==> src/rtl/alu_issue.sv <==
// Decode/issue stage for RV32I OP, OP-IMM, LUI and AUIPC. Operands are decoded and
// handed to the ALU through a registered two-entry (main + skid) buffer.
//   state | meaning
//   EMPTY | no entry held, o_valid low
//   ONE   | main entry presented to the ALU
//   FULL  | main presented, skid holds the next entry, o_ready low
module alu_issue #(
    parameter int DATA_WIDTH = 32,
    parameter int OP_WIDTH   = 6
) (
    input  logic                  i_clk,
    input  logic                  i_rst_n,
    input  logic                  i_flush,
    input  logic                  i_valid,
    output logic                  o_ready,
    input  logic [31:0]           i_instr,
    input  logic [DATA_WIDTH-1:0] i_pc,
    input  logic [DATA_WIDTH-1:0] i_rs1_data,
    input  logic [DATA_WIDTH-1:0] i_rs2_data,
    output logic                  o_valid,
    input  logic                  i_ready,
    output logic [OP_WIDTH-1:0]   o_alu_op,
    output logic [DATA_WIDTH-1:0] o_a,
    output logic [DATA_WIDTH-1:0] o_b,
    output logic [4:0]            o_rd,
    output logic                  o_illegal
);
    localparam logic [OP_WIDTH-1:0] OP_ALU_NOP = 6'd0;
    localparam logic [OP_WIDTH-1:0] OP_ALU_ADD = 6'd1;
    localparam logic [OP_WIDTH-1:0] OP_ALU_SUB = 6'd2;
    localparam logic [OP_WIDTH-1:0] OP_ALU_AND = 6'd3;
    localparam logic [OP_WIDTH-1:0] OP_ALU_OR  = 6'd4;
    localparam logic [OP_WIDTH-1:0] OP_ALU_XOR = 6'd5;
    localparam logic [OP_WIDTH-1:0] OP_ALU_SLT = 6'd6;
    localparam logic [OP_WIDTH-1:0] OP_ALU_SLL = 6'd7;
    localparam logic [OP_WIDTH-1:0] OP_ALU_SRL = 6'd8;
    localparam logic [OP_WIDTH-1:0] OP_ALU_SRA = 6'd9;

    localparam logic [6:0] OPC_OP    = 7'b0110011;
    localparam logic [6:0] OPC_OPIMM = 7'b0010011;
    localparam logic [6:0] OPC_LUI   = 7'b0110111;
    localparam logic [6:0] OPC_AUIPC = 7'b0010111;

    typedef struct packed {
        logic                  illegal;
        logic [OP_WIDTH-1:0]   op;
        logic [DATA_WIDTH-1:0] a;
        logic [DATA_WIDTH-1:0] b;
        logic [4:0]            rd;
    } entry_t;

    localparam entry_t ENTRY_RESET = '{illegal: 1'b0, op: OP_ALU_NOP, a: '0, b: '0, rd: '0};

    typedef enum logic [1:0] {EMPTY = 2'd0, ONE = 2'd1, FULL = 2'd2} state_t;

    state_t state_q, state_d;
    entry_t main_q, main_d, skid_q, skid_d, dec;
    logic   ready_q, ready_d;
    logic   accept, drain;

    logic [6:0]            opcode;
    logic [2:0]            f3;
    logic [6:0]            f7;
    logic                  legal;
    logic [OP_WIDTH-1:0]   dec_op;
    logic [DATA_WIDTH-1:0] dec_a, dec_b, imm_i, imm_u, shamt_i, shamt_r;
    logic                  unused_rs1_idx;

    assign opcode  = i_instr[6:0];
    assign f3      = i_instr[14:12];
    assign f7      = i_instr[31:25];
    assign imm_i   = {{(DATA_WIDTH-12){i_instr[31]}}, i_instr[31:20]};
    assign imm_u   = {i_instr[31:12], {(DATA_WIDTH-20){1'b0}}};
    assign shamt_i = {{(DATA_WIDTH-5){1'b0}}, i_instr[24:20]};
    assign shamt_r = {{(DATA_WIDTH-5){1'b0}}, i_rs2_data[4:0]};
    // Register indices were already consumed by the register-file read.
    assign unused_rs1_idx = ^i_instr[19:15];

    always_comb begin
        legal  = 1'b0;
        dec_op = OP_ALU_NOP;
        dec_a  = i_rs1_data;
        dec_b  = i_rs2_data;
        unique case (opcode)
            OPC_OP: begin
                unique case (f3)
                    3'b000: begin
                        legal  = (f7 == 7'h00) || (f7 == 7'h20);
                        dec_op = f7[5] ? OP_ALU_SUB : OP_ALU_ADD;
                    end
                    3'b111: begin legal = (f7 == 7'h00); dec_op = OP_ALU_AND; end
                    3'b110: begin legal = (f7 == 7'h00); dec_op = OP_ALU_OR;  end
                    3'b100: begin legal = (f7 == 7'h00); dec_op = OP_ALU_XOR; end
                    3'b010: begin legal = (f7 == 7'h00); dec_op = OP_ALU_SLT; end
                    3'b001: begin
                        legal  = (f7 == 7'h00);
                        dec_op = OP_ALU_SLL;
                        dec_b  = shamt_r;
                    end
                    3'b101: begin
                        legal  = (f7 == 7'h00) || (f7 == 7'h20);
                        dec_op = f7[5] ? OP_ALU_SRA : OP_ALU_SRL;
                        dec_b  = shamt_r;
                    end
                    default: legal = 1'b0;
                endcase
            end
            OPC_OPIMM: begin
                dec_b = imm_i;
                unique case (f3)
                    3'b000: begin legal = 1'b1; dec_op = OP_ALU_ADD; end
                    3'b111: begin legal = 1'b1; dec_op = OP_ALU_AND; end
                    3'b110: begin legal = 1'b1; dec_op = OP_ALU_OR;  end
                    3'b100: begin legal = 1'b1; dec_op = OP_ALU_XOR; end
                    3'b010: begin legal = 1'b1; dec_op = OP_ALU_SLT; end
                    3'b001: begin
                        legal  = (f7 == 7'h00);
                        dec_op = OP_ALU_SLL;
                        dec_b  = shamt_i;
                    end
                    3'b101: begin
                        legal  = (f7 == 7'h00) || (f7 == 7'h20);
                        dec_op = i_instr[30] ? OP_ALU_SRA : OP_ALU_SRL;
                        dec_b  = shamt_i;
                    end
                    default: legal = 1'b0;
                endcase
            end
            OPC_LUI: begin
                legal  = 1'b1;
                dec_op = OP_ALU_ADD;
                dec_a  = '0;
                dec_b  = imm_u;
            end
            OPC_AUIPC: begin
                legal  = 1'b1;
                dec_op = OP_ALU_ADD;
                dec_a  = i_pc;
                dec_b  = imm_u;
            end
            default: legal = 1'b0;
        endcase

        // Illegal forms still issue, scrubbed, so the exception is raised downstream.
        if (legal) begin
            dec = '{illegal: 1'b0, op: dec_op, a: dec_a, b: dec_b, rd: i_instr[11:7]};
        end else begin
            dec = '{illegal: 1'b1, op: OP_ALU_NOP, a: '0, b: '0, rd: '0};
        end
    end

    assign accept = i_valid && ready_q;
    assign drain  = (state_q != EMPTY) && i_ready;

    always_ff @(posedge i_clk or negedge i_rst_n) begin
        if (!i_rst_n) begin
            state_q <= EMPTY;
            ready_q <= 1'b1;
            main_q  <= ENTRY_RESET;
            skid_q  <= ENTRY_RESET;
        end else begin
            state_q <= state_d;
            ready_q <= ready_d;
            main_q  <= main_d;
            skid_q  <= skid_d;
        end
    end

    always_comb begin
        state_d = state_q;
        main_d  = main_q;
        skid_d  = skid_q;
        unique case (state_q)
            EMPTY: begin
                if (accept) begin
                    state_d = ONE;
                    main_d  = dec;
                end
            end
            ONE: begin
                if (accept && !drain) begin
                    state_d = FULL;
                    skid_d  = dec;
                end else if (accept && drain) begin
                    main_d = dec;
                end else if (drain) begin
                    state_d = EMPTY;
                end
            end
            FULL: begin
                if (drain) begin
                    state_d = ONE;
                    main_d  = skid_q;
                end
            end
            default: state_d = EMPTY;
        endcase
        if (i_flush) begin
            state_d = EMPTY;
        end
        ready_d = (state_d != FULL);
    end

    always_comb begin
        o_valid   = (state_q != EMPTY);
        o_ready   = ready_q;
        o_alu_op  = main_q.op;
        o_a       = main_q.a;
        o_b       = main_q.b;
        o_rd      = main_q.rd;
        o_illegal = main_q.illegal;
    end
endmodule

==> config.mk <==
export PLATFORM = sky130hd
export DESIGN_NAME = alu_issue
export DESIGN_NICKNAME = d
export VERILOG_FILES = /design/src/rtl/alu_issue.sv
export SDC_FILE = /design/constraint.sdc
export NUM_CORES = 1
export LEC_CHECK = 0
export CELL_PAD_IN_SITES_DETAIL_PLACEMENT = 2
export CELL_PAD_IN_SITES_GLOBAL_PLACEMENT = 2
export CORE_MARGIN = 2
export CORE_UTILIZATION = 29
export CTS_CLUSTER_SIZE = 28
export DETAILED_ROUTE_END_ITERATION = 6
export GPL_ROUTABILITY_DRIVEN = 0
export MAX_ROUTING_LAYER = met4
export PLACE_DENSITY_LB_ADDON = 0.05
export SLEW_MARGIN = 20
export SYNTH_ARGS = -nofsm -noshare
export SYNTH_HDL_FRONTEND = slang
export SYNTH_SLANG_ARGS = --single-unit
==> constraint.sdc <==
create_clock -name i_clk -period 2.4 [get_ports i_clk]
set_input_delay 0.36 -clock i_clk [delete_from_list [all_inputs] [get_ports i_clk]]
set_output_delay 0.36 -clock i_clk [all_outputs]
set_load 0.005 [all_outputs]
# After elaboration in Yosys (flattened, before gate mapping)
# Index checks and enable logic that the tools add are counted.
# Widths: inputs -> output; s select.
dict set report op_classes {
  n_eq_ne 18
  n_mux 25
  reduce_logical 18
}
# op n
set op_table {}
lappend op_table {{$mux 76} 5}
lappend op_table {{$pmux 76 s3} 1}
lappend op_table {{$pmux 32 s3} 1}
lappend op_table {{$mux 32} 2}
lappend op_table {{$pmux 32 s2} 1}
lappend op_table {{$pmux 4 s7} 2}
lappend op_table {{$eq 7x6->1 const B} 3}
lappend op_table {{$eq 7x5->1 const B} 2}
lappend op_table {{$mux 2} 7}
lappend op_table {{$eq 3x3->1 const B} 4}
lappend op_table {{$pmux 4 s3} 1}
lappend op_table {{$ne 2x2->1 const B} 5}
lappend op_table {{$reduce_or 5->1} 2}
lappend op_table {{$logic_not 7->1} 1}
lappend op_table {{$pmux 1 s3} 2}
lappend op_table {{$pmux 2 s3} 1}
lappend op_table {{$reduce_or 2->1} 3}
lappend op_table {{$reduce_and 5->1} 1}
lappend op_table {{$logic_and 1x1->1} 4}
lappend op_table {{$eq 3x1->1 const B} 1}
lappend op_table {{$eq 3x2->1 const B} 1}
lappend op_table {{$logic_not 3->1} 1}
lappend op_table {{$reduce_bool 3->1} 1}
lappend op_table {{$eq 2x1->1 const B} 1}
lappend op_table {{other kinds (8)} 8}
dict set report word_totals {
  ff_bits 155
  output_inout_bits 78
  wordCells 73
}

# Logic depth before layout (Yosys ltp)
# Gate-level depths: netlist of the first run.
dict set report logic_depth {
  depth_word 8
  depth_mapped 8
  depth_no_buf 5
}

# Worst setup path before layout of the first run
# Ideal clock, no wire load.
dict set report synth_timing {
  path_type {input to register}
  start {in i_instr[25]}
  end {reg skid_q[58] (netlist bit)}
  setup_time_ns 0.093
  arrival_ns 1.853
  slack_ns 0.453
  stages 7
  path_buffers 2
  path_cell_list {or4_4 -> nor3_4 -> nand4b_2 -> o21a_2 -> buf_6 -> buf_6 -> o31ai_2}
}
dict set report synth_between {
  elab_chain_cells 5
}
# item line
set synth_rtl {}
lappend synth_rtl {{from (decl)} 16} ;# input logic [31:0] i_instr,
lappend synth_rtl {{$eq 7x6->1 / $logic_not 7->1 (equally long branches)} --}
lappend synth_rtl {{$logic_or 1x1->1} {88, 101, 122}}
lappend synth_rtl {{$pmux 1 s3 / $pmux 1 s2 (equally long branches)} {110, 86}}
lappend synth_rtl {{$pmux 1 s3 (*)} 84} ;# unique case (opcode)
lappend synth_rtl {{$mux 76 (*)} 145} ;# if (legal) begin
lappend synth_rtl {{to (signal assigned)} 165} ;# skid_q <= skid_d;
lappend synth_rtl {{to (decl)} 57} ;# entry_t main_q, main_d, skid_q, skid_d, dec;
# Mark *: on every way between the ends. The rest lies on a longest branch, timed or not.
# A chain may end at the register's enable or synchronous reset.

# Worst setup path in the final report of the first run
dict set report layout_timing {
  start {reg state_q[1]}
  end {out o_valid}
}
dict set report layout_between {
  elab_chain_cells 1
}
# item line
set layout_rtl {}
lappend layout_rtl {{from (decl)} 56} ;# state_t state_q, state_d;
lappend layout_rtl {{from (signal assigned)} 162} ;# state_q <= state_d;
lappend layout_rtl {{$reduce_bool 2->1} 205} ;# o_valid = (state_q != EMPTY);
lappend layout_rtl {{to (decl)} 20} ;# output logic o_valid,
# Every way passes these cells.

==> impl_results.md, run 1 <==
- Status: completed
- First-pass GRT wire length: 48600 µm
- XOR/XNOR share of the synthesized area: 0.114%
- Post-route clock period utilization: 90.7%
- Fin nets: 1172
- Power Total: 6300 µW
- Fraction of the mapped netlist area in adder cells: 0%
- Cell at the slowest stage of the critical path: dfrtp_1
- Chip height: 167 µm
- Clock Skew: 0.0139 ns
- Asr flop ratio synth: 100%
- Unique masters post-synth: 56
- Routed wire length: 29900 µm
- Largest net degree at the start of global routing: 103
- Post-synthesis mux area share: 1.01%
- Worst slew pin tran: 0.538 ns
- RSZ-0062 raised after global routing: false
- CTS buffer count: 17
- R2R depth: 7
- Worst-path clk slew: 0.07 ns
- Post-route DRC violation count: 0
- Critical path data arrival time: 1.82 ns
- Drt via density: 5.27
- Die width: 167 µm
- Largest family of logic cells by synthesized area: compound AO/OA/AOI/OAI gates
- Part of the Yosys area used for sequential elements: 49.0%
- Layout Utilization: 42.7%
- 1st-pass router iterations: 4
- Initial antenna violation count: 0
- Worst-Skew Late Latency: 0.42 ns
- Post-route ant nets: 0
- Worst R2R End: o_b[23]
- CTS Root Cell: clkbuf_16
- Gr usage total: 22.7%
- Diode count: 0
- Maximum capacitance violations: 0
- Synthesized area per cell: 9.23 µm²
- I/O pin count: 211
- R2R setup slack: 0.36 ns
- Yosys reg bits: 151
- Yosys synthesis warning count: 0
- Slew Limit Headroom: 64.1%
- Compound-gate portion of the synthesized area: 25.6%
- Worst Path Required: 2.04 ns
- Final Setup Violations: 0
- Power density cells: 566 nW/µm²
- CP Launch Type: register
- Fmax: 459 MHz
- Core ar.: 26100 µm²
- Pins Over Slew Limit: 0
- # rows: 59
- Hold crit path type: in -> async
- Drt wl/cell: 21.6 µm
- Post-CTS setup buffer count: 0
- CP Capture Type: output pin
- Minimum clock period: 2.18 ns
- Inst Count DP: 1354
- CTS Buffer Depth: 2
- Synth Instances: 835
- GR Overflow Total: 0
- Port bufs: 208
- Top_reg_cell synth: dfrtp_1
- Vias in the first global route: 8439
- Crit-path cells: or2_2 > clkdlybuf4s50_1
- RR Startpoint: o_ready
- Share of layout cells above drive strength 1: 13.3%
- Hpwl dp: 21400 µm
- Layout Cells excl Fill: 1387
- DRT iter0 DRCs: 262
- Level count of the clock H-tree: 4
- Starting Density: 29.6%
- CP peak stage delay: 0.55 ns
- Critical Path Fanout Max: 12
- Post-synth EDFFs: 0
- Routed vias: 7312
- Leakage: 0.00482 µW
- CTS tree: yes
- Die ar.: 27900 µm²
- Final Hold Vio Count: 0
- WS Path Type: reg -> out
- Sink Count: 151
- Post-Syn Area: 7710 µm²
- Maximum vdd drop: 0.000364 V
- Simple-gate area share of the yosys netlist: 19.5%
- P&R area growth vs syn: 44.5%
==> area by class of cell <==
cell class	instances	area [µm²]
Clock buffer	20	447
Multi-Input combinational cell	601	3640
Timing Repair Buffer	263	2670
Clock inverter	12	166
Sequential cell	151	3780
Inverter	5	18.8
Fill cell	2783	14900
Tap cell	335	419
==> synth_stat cells (4+ instances only) <==
| library cell | instances | share of area [%] |
|---|---|---|
| buf_2 | 10 | 0.65 |
| a21oi_1 | 123 | 8.0 |
| nand2_1 | 131 | 6.4 |
| a221o_1 | 6 | 0.78 |
| nor2b_1 | 7 | 0.57 |
| mux2_2 | 6 | 0.88 |
| dfrtp_1 | 150 | 49 |
| o31ai_1 | 43 | 4.2 |
| or3_1 | 4 | 0.32 |
| inv_1 | 5 | 0.24 |
| o31ai_2 | 17 | 2.8 |
| nor3b_1 | 32 | 3.1 |
| o21ai_1 | 18 | 1.2 |
| o21ai_0 | 64 | 4.2 |
| nand3_1 | 12 | 0.78 |
| nor2_1 | 8 | 0.39 |
| a31o_2 | 12 | 1.4 |
| and3_1 | 78 | 6.3 |
| clkbuf_1 | 58 | 2.8 |
| clkbuf_2 | 4 | 0.26 |
==> state kept, by name (all words and copies together) (netlist names) <==
name	count
skid_q	74
o_a	32
o_b	32
o_rd	5
o_alu_op	4
state_q	2
o_illegal	1
o_ready	1
==> per-layer routing <==
| metal | track usage (%) | share of wire [%] | vias to the layer above |
|---|---|---|---|
| li1 | - | - | 3420 |
| met1 | 28.7 | 45 | 3722 |
| met2 | 38.4 | 51 | 152 |
| met3 | 3.59 | 3.4 | 18 |
| met4 | 4.76 | 1.0 | 0 |
| met5 | - | 0 | - |
==> how the worst max path moves through the flow <==
stage	start	end	slack (ns)
2_1_floorplan	i_instr[25]	skid_q[58]	0.45
3_3_place_gp	i_instr[25]	skid_q[63]	-0.03
3_5_place_dp	i_instr[25]	skid_q[63]	-0.12
4_1_cts	state_q[1]	o_valid	0.19
5_1_grt	state_q[1]	o_valid	0.15
6_report	state_q[1]	o_valid	0.22
==> where the power goes <==
group	internal, µW	switching, µW
registers	2590	28.6
logic	395	452
clock network	1690	1150
==> worst max-delay path: cells and delay by family (launching register included) <==
| family | cells | cell delay [ns] |
|---|---|---|
| and+or+nand+nor | 1 | 0.38 |
| buffers and inverters | 1 | 0.46 |
| DFF | 1 | 0.55 |
==> cells in the final DEF, fill, tap and decap left out, types with 8 or more instances in the layout <==
master           netlist  final
clkdlybuf4s50_1        0    206
dfrtp_1              150    150
o31ai_1               43     42
o21ai_1               18     18
nand2_1              131    130
o31ai_2               17     17
o21ai_0               64     64
buf_12                 0     14
nor3b_1               32     32
nand3_1               12     11
a31o_2                12     12
a21oi_1              123    123
clkbuf_16              0     17
buf_4                  2     40
nor2_1                 8      8
and3_1                78     78
==> logic make-up after synthesis <==
kind of cell	count (synthesis)
other cells	1
compound gates	304
flops	151
mux	7
xor+xnor	1
buf+inv	84
simple gates	287
==> what timing repair did <==
action | CTS | global route
gates resized for setup | 0 | 0
hold buffers | 1 | 0
hold endpoints to repair | 48 | 0
==> per-stage QoR <==
stage	TNS, ns	hold slack, ns	setup slack (ns)	cell area (µm²)
after floorplan	0	0.0644	0.453	7710
after global placement	-0.701	0.340	-0.0296	10500
after detailed placement	-4.45	0.352	-0.120	10500
after CTS	0	0.472	0.188	11100
after global routing	0	0.498	0.155	11100
final	0	0.470	0.223	11100
Note: power is estimated with default switching activity, not from simulation.
==> run 2, diff against run 1 <==
ABC_AREA = 1   (was not set)
CORE_UTILIZATION = 26   (was 29)
==> run 2 against run 1 <==
Net effect:
- via count up 11%
- critical path depth up 10
- largest power group is now registers
- critical endpoint is now o_a[1]
- design area up 0.82%
- final cell count up 27%
- combinational power up 8.0%
- die area up 14%
==> impl_results.md, run 2 <==
- Maximum capacitance violations: 0 (unchanged)
- Post-synth EDFFs: 0 (unchanged)
- RR Startpoint: o_ready
- First-pass GRT wire length: 48200 µm (-0.85%)
- Diode count: 0 (unchanged)
- # fillers: 3512 (+26%)
- Post-CTS setup buffer count: 0 (unchanged)
- Hpwl dp: 20500 µm (-4.2%)
- Hold crit path type: in -> async
- CP Capture Type: register
- Post-route ant nets: 0 (unchanged)
- Commonest cells post-synth: nand2_1 (578), nor2_1 (162), dfrtp_1 (150)
- Critical Path Fanout Max: 26 (+14)
- Worst R2R End: o_b[3]
- Maximum vdd drop: 0.000450 V (+24%)
- Share of layout cells above drive strength 1: 5.97% (-7.3 points)
- Leakage: 0.00596 µW (+24%)
- 1st-pass router iterations: 4 (unchanged)
- Unique masters post-synth: 26 (-54%)
- Critical path data arrival time: 2.31 ns (+0.49 ns)
- Chip height: 178 µm (+6.8%)
- Routed wire length: 29700 µm (-0.71%)
- CTS Buffer Depth: 2 (unchanged)
- DRT iter0 DRCs: 410 (+56%)
- Worst-Skew Late Latency: 0.44 ns (+0.02 ns)
- Die ar.: 31900 µm² (+14%)
- Part of the Yosys area used for sequential elements: 47.8% (-1.3 points)
- Area contributors post-synth: dfrtp_1 (47%), nand2_1 (27%), nor2_1 (7.7%)
- CTS Root Cell: clkbuf_16
- Pins Over Slew Limit: 0 (unchanged)
- Synth Instances: 1174 (+41%)
- Sink Count: 151 (unchanged)
- Top_reg_cell synth: dfrtp_1
- Asr flop ratio synth: 100% (unchanged)
- Setup TNS: 0 ns (unchanged)
- Worst Path Required: 2.77 ns (+0.73 ns)
- Post-route DRC violation count: 0 (unchanged)
- Synth top area share: 47.4% (-1.3 points)
- Routed vias: 8148 (+11%)
- Minimum clock period: 1.94 ns (-0.233 ns)
- Yosys reg bits: 151 (unchanged)
- Post-route clock period utilization: 81.0% (-9.7 points)
- RSZ-0062 raised after global routing: false
- Die width: 178 µm (+6.8%)
- Worst slew pin tran: 0.717 ns (+0.179 ns)
- Worst-path clk slew: 0.07 ns (about the same)
- Fin nets: 1494 (+27%)
- Drt via density: 4.62 (-12%)
- Core ar.: 29800 µm² (+14%)
- Crit path launch: i_instr[1]
- Final Hold Vio Count: 0 (unchanged)
- CP Launch Type: input port
- GR Overflow Total: 0 (unchanged)
- P&R area growth vs syn: 41.8%
- Post-synth top area cell: dfrtp_1
- Drt wl/cell: 16.9 µm (-22%)
- Most frequent cells in the layout: nand2_1 (578), clkdlybuf4s50_1 (207), nor2_1 (161), dfrtp_1 (150), nand3_1 (82)
- CTS buffer count: 17 (unchanged)
- Layout Utilization: 37.7% (-5.1 points)
- # rows: 63 (+6.8%)
- WS Path Type: in -> reg
- I/O pin count: 211 (unchanged)
- Final Setup Violations: 0 (unchanged)
- Power density cells: 553 nW/µm² (-2.2%)
- CTS tree: yes
- Commonest non-fill, non-tap cell in the layout: nand2_1
- Port bufs: 208 (unchanged)
- Slew Limit Headroom: 52.2% (-12 points)
- Largest register FFs: 74 (unchanged)
- Fmax: 514 MHz (+12%)
- R2R setup slack: 0.52 ns (+0.16 ns)
- Gr usage total: 20.0% (-2.6 points)
- Vias in the first global route: 8758 (+3.8%)
- Clock Skew: 0.0119 ns (-0.00205 ns)
- Starting Density: 26.6% (-3.0 points)
- Initial antenna violation count: 0 (unchanged)
- R2R depth: 9 (+2)
- Largest net degree at the start of global routing: 148 (+44%)
- Top reg by flops: skid_q
- Level count of the clock H-tree: 4 (unchanged)
- Synthesized area per cell: 6.74 µm² (-27%)
- Status: completed
- Most frequent cell after synthesis: nand2_1
- Post-Syn Area: 7920 µm² (+2.7%)
- Yosys synthesis warning count: 0 (unchanged)
[run 2: how the worst max path moves through the flow]
stage / to / slack, ns
final: o_a[1] / 0.46
after global routing: o_a[1] / 0.26
after CTS: o_a[1] / 0.44
after detailed placement: o_b[26] / 0.008
after global placement: o_b[26] / 0.04
after floorplan: o_b[16] / 0.73
[run 2: what timing repair did]
item | CTS | global route
gates resized for setup | 0 | 0
endpoints found under the hold margin | 40 | 0
hold buffers | 1 | 0
[run 2: cell type report]
class	count	area [µm²]	area share (%)
Timing Repair Buffer	244	2560	22.8
Sequential cell	151	3780	33.7
Inverter	24	95.1	0.847
Multi-Input combinational cell	923	3750	33.4
Clock inverter	14	115	1.03
Tap cell	390	488	4.35
Clock buffer	18	439	3.91
[run 2: critical path, cell delays in order]
cell and delay (ns):
clkdlybuf4s50_1 0.45, nand2_1 0.14, nor3_2 0.21, nand2_1 0.16
nor2_2 0.17, nand2_1 0.11, nand3_4 0.15, buf_12 0.20
nand2_1 0.10, nand2_1 0.09, nand2_1 0.08, nand2_1 0.06
[run 2: logic make-up (layout without fill, tap and decap cells)]
group                  after synthesis  in the layout  share of synthesized area (%)
other                                1              2                         0.0474
AOI/OAI and AO/OA                   87             87                           5.63
buffers and inverters              101            300                           5.34
muxes                                1              1                          0.126
DFF                                151            151                           47.8
and+or+nand+nor                    833            833                           41.1
[run 2: through the flow]
step / instance area, µm² / total power, µW / setup WS [ns] / instances / hold slack [ns]
after floorplan: 7920 / 3050 / 0.731 / 1175 / 0.0644
final: 11200 / 6210 / 0.456 / 1764 / 0.409
after CTS: 11200 / 6350 / 0.445 / 1764 / 0.414
after detailed placement: 10700 / 3650 / 0.00848 / 1731 / 0.327
after global placement: 10700 / 3640 / 0.0432 / 1731 / 0.329
after global routing: 11200 / 6530 / 0.264 / 1764 / 0.440
[run 2: power by group]
part / internal, µW / switching (µW)
combinational: 444 / 471
clock: 1380 / 1250
sequential: 2620 / 45.9
[run 2: metal layers]
| layer | share of wire (%) | vias to the layer above | GRT usage, % |
|---|---|---|---|
| met5 | 0 | - | - |
| met4 | 1.3 | 0 | 5.12 |
| met3 | 3.5 | 24 | 3.22 |
| met2 | 48 | 130 | 33.0 |
| met1 | 47 | 3987 | 25.7 |
| li1 | - | 4007 | - |
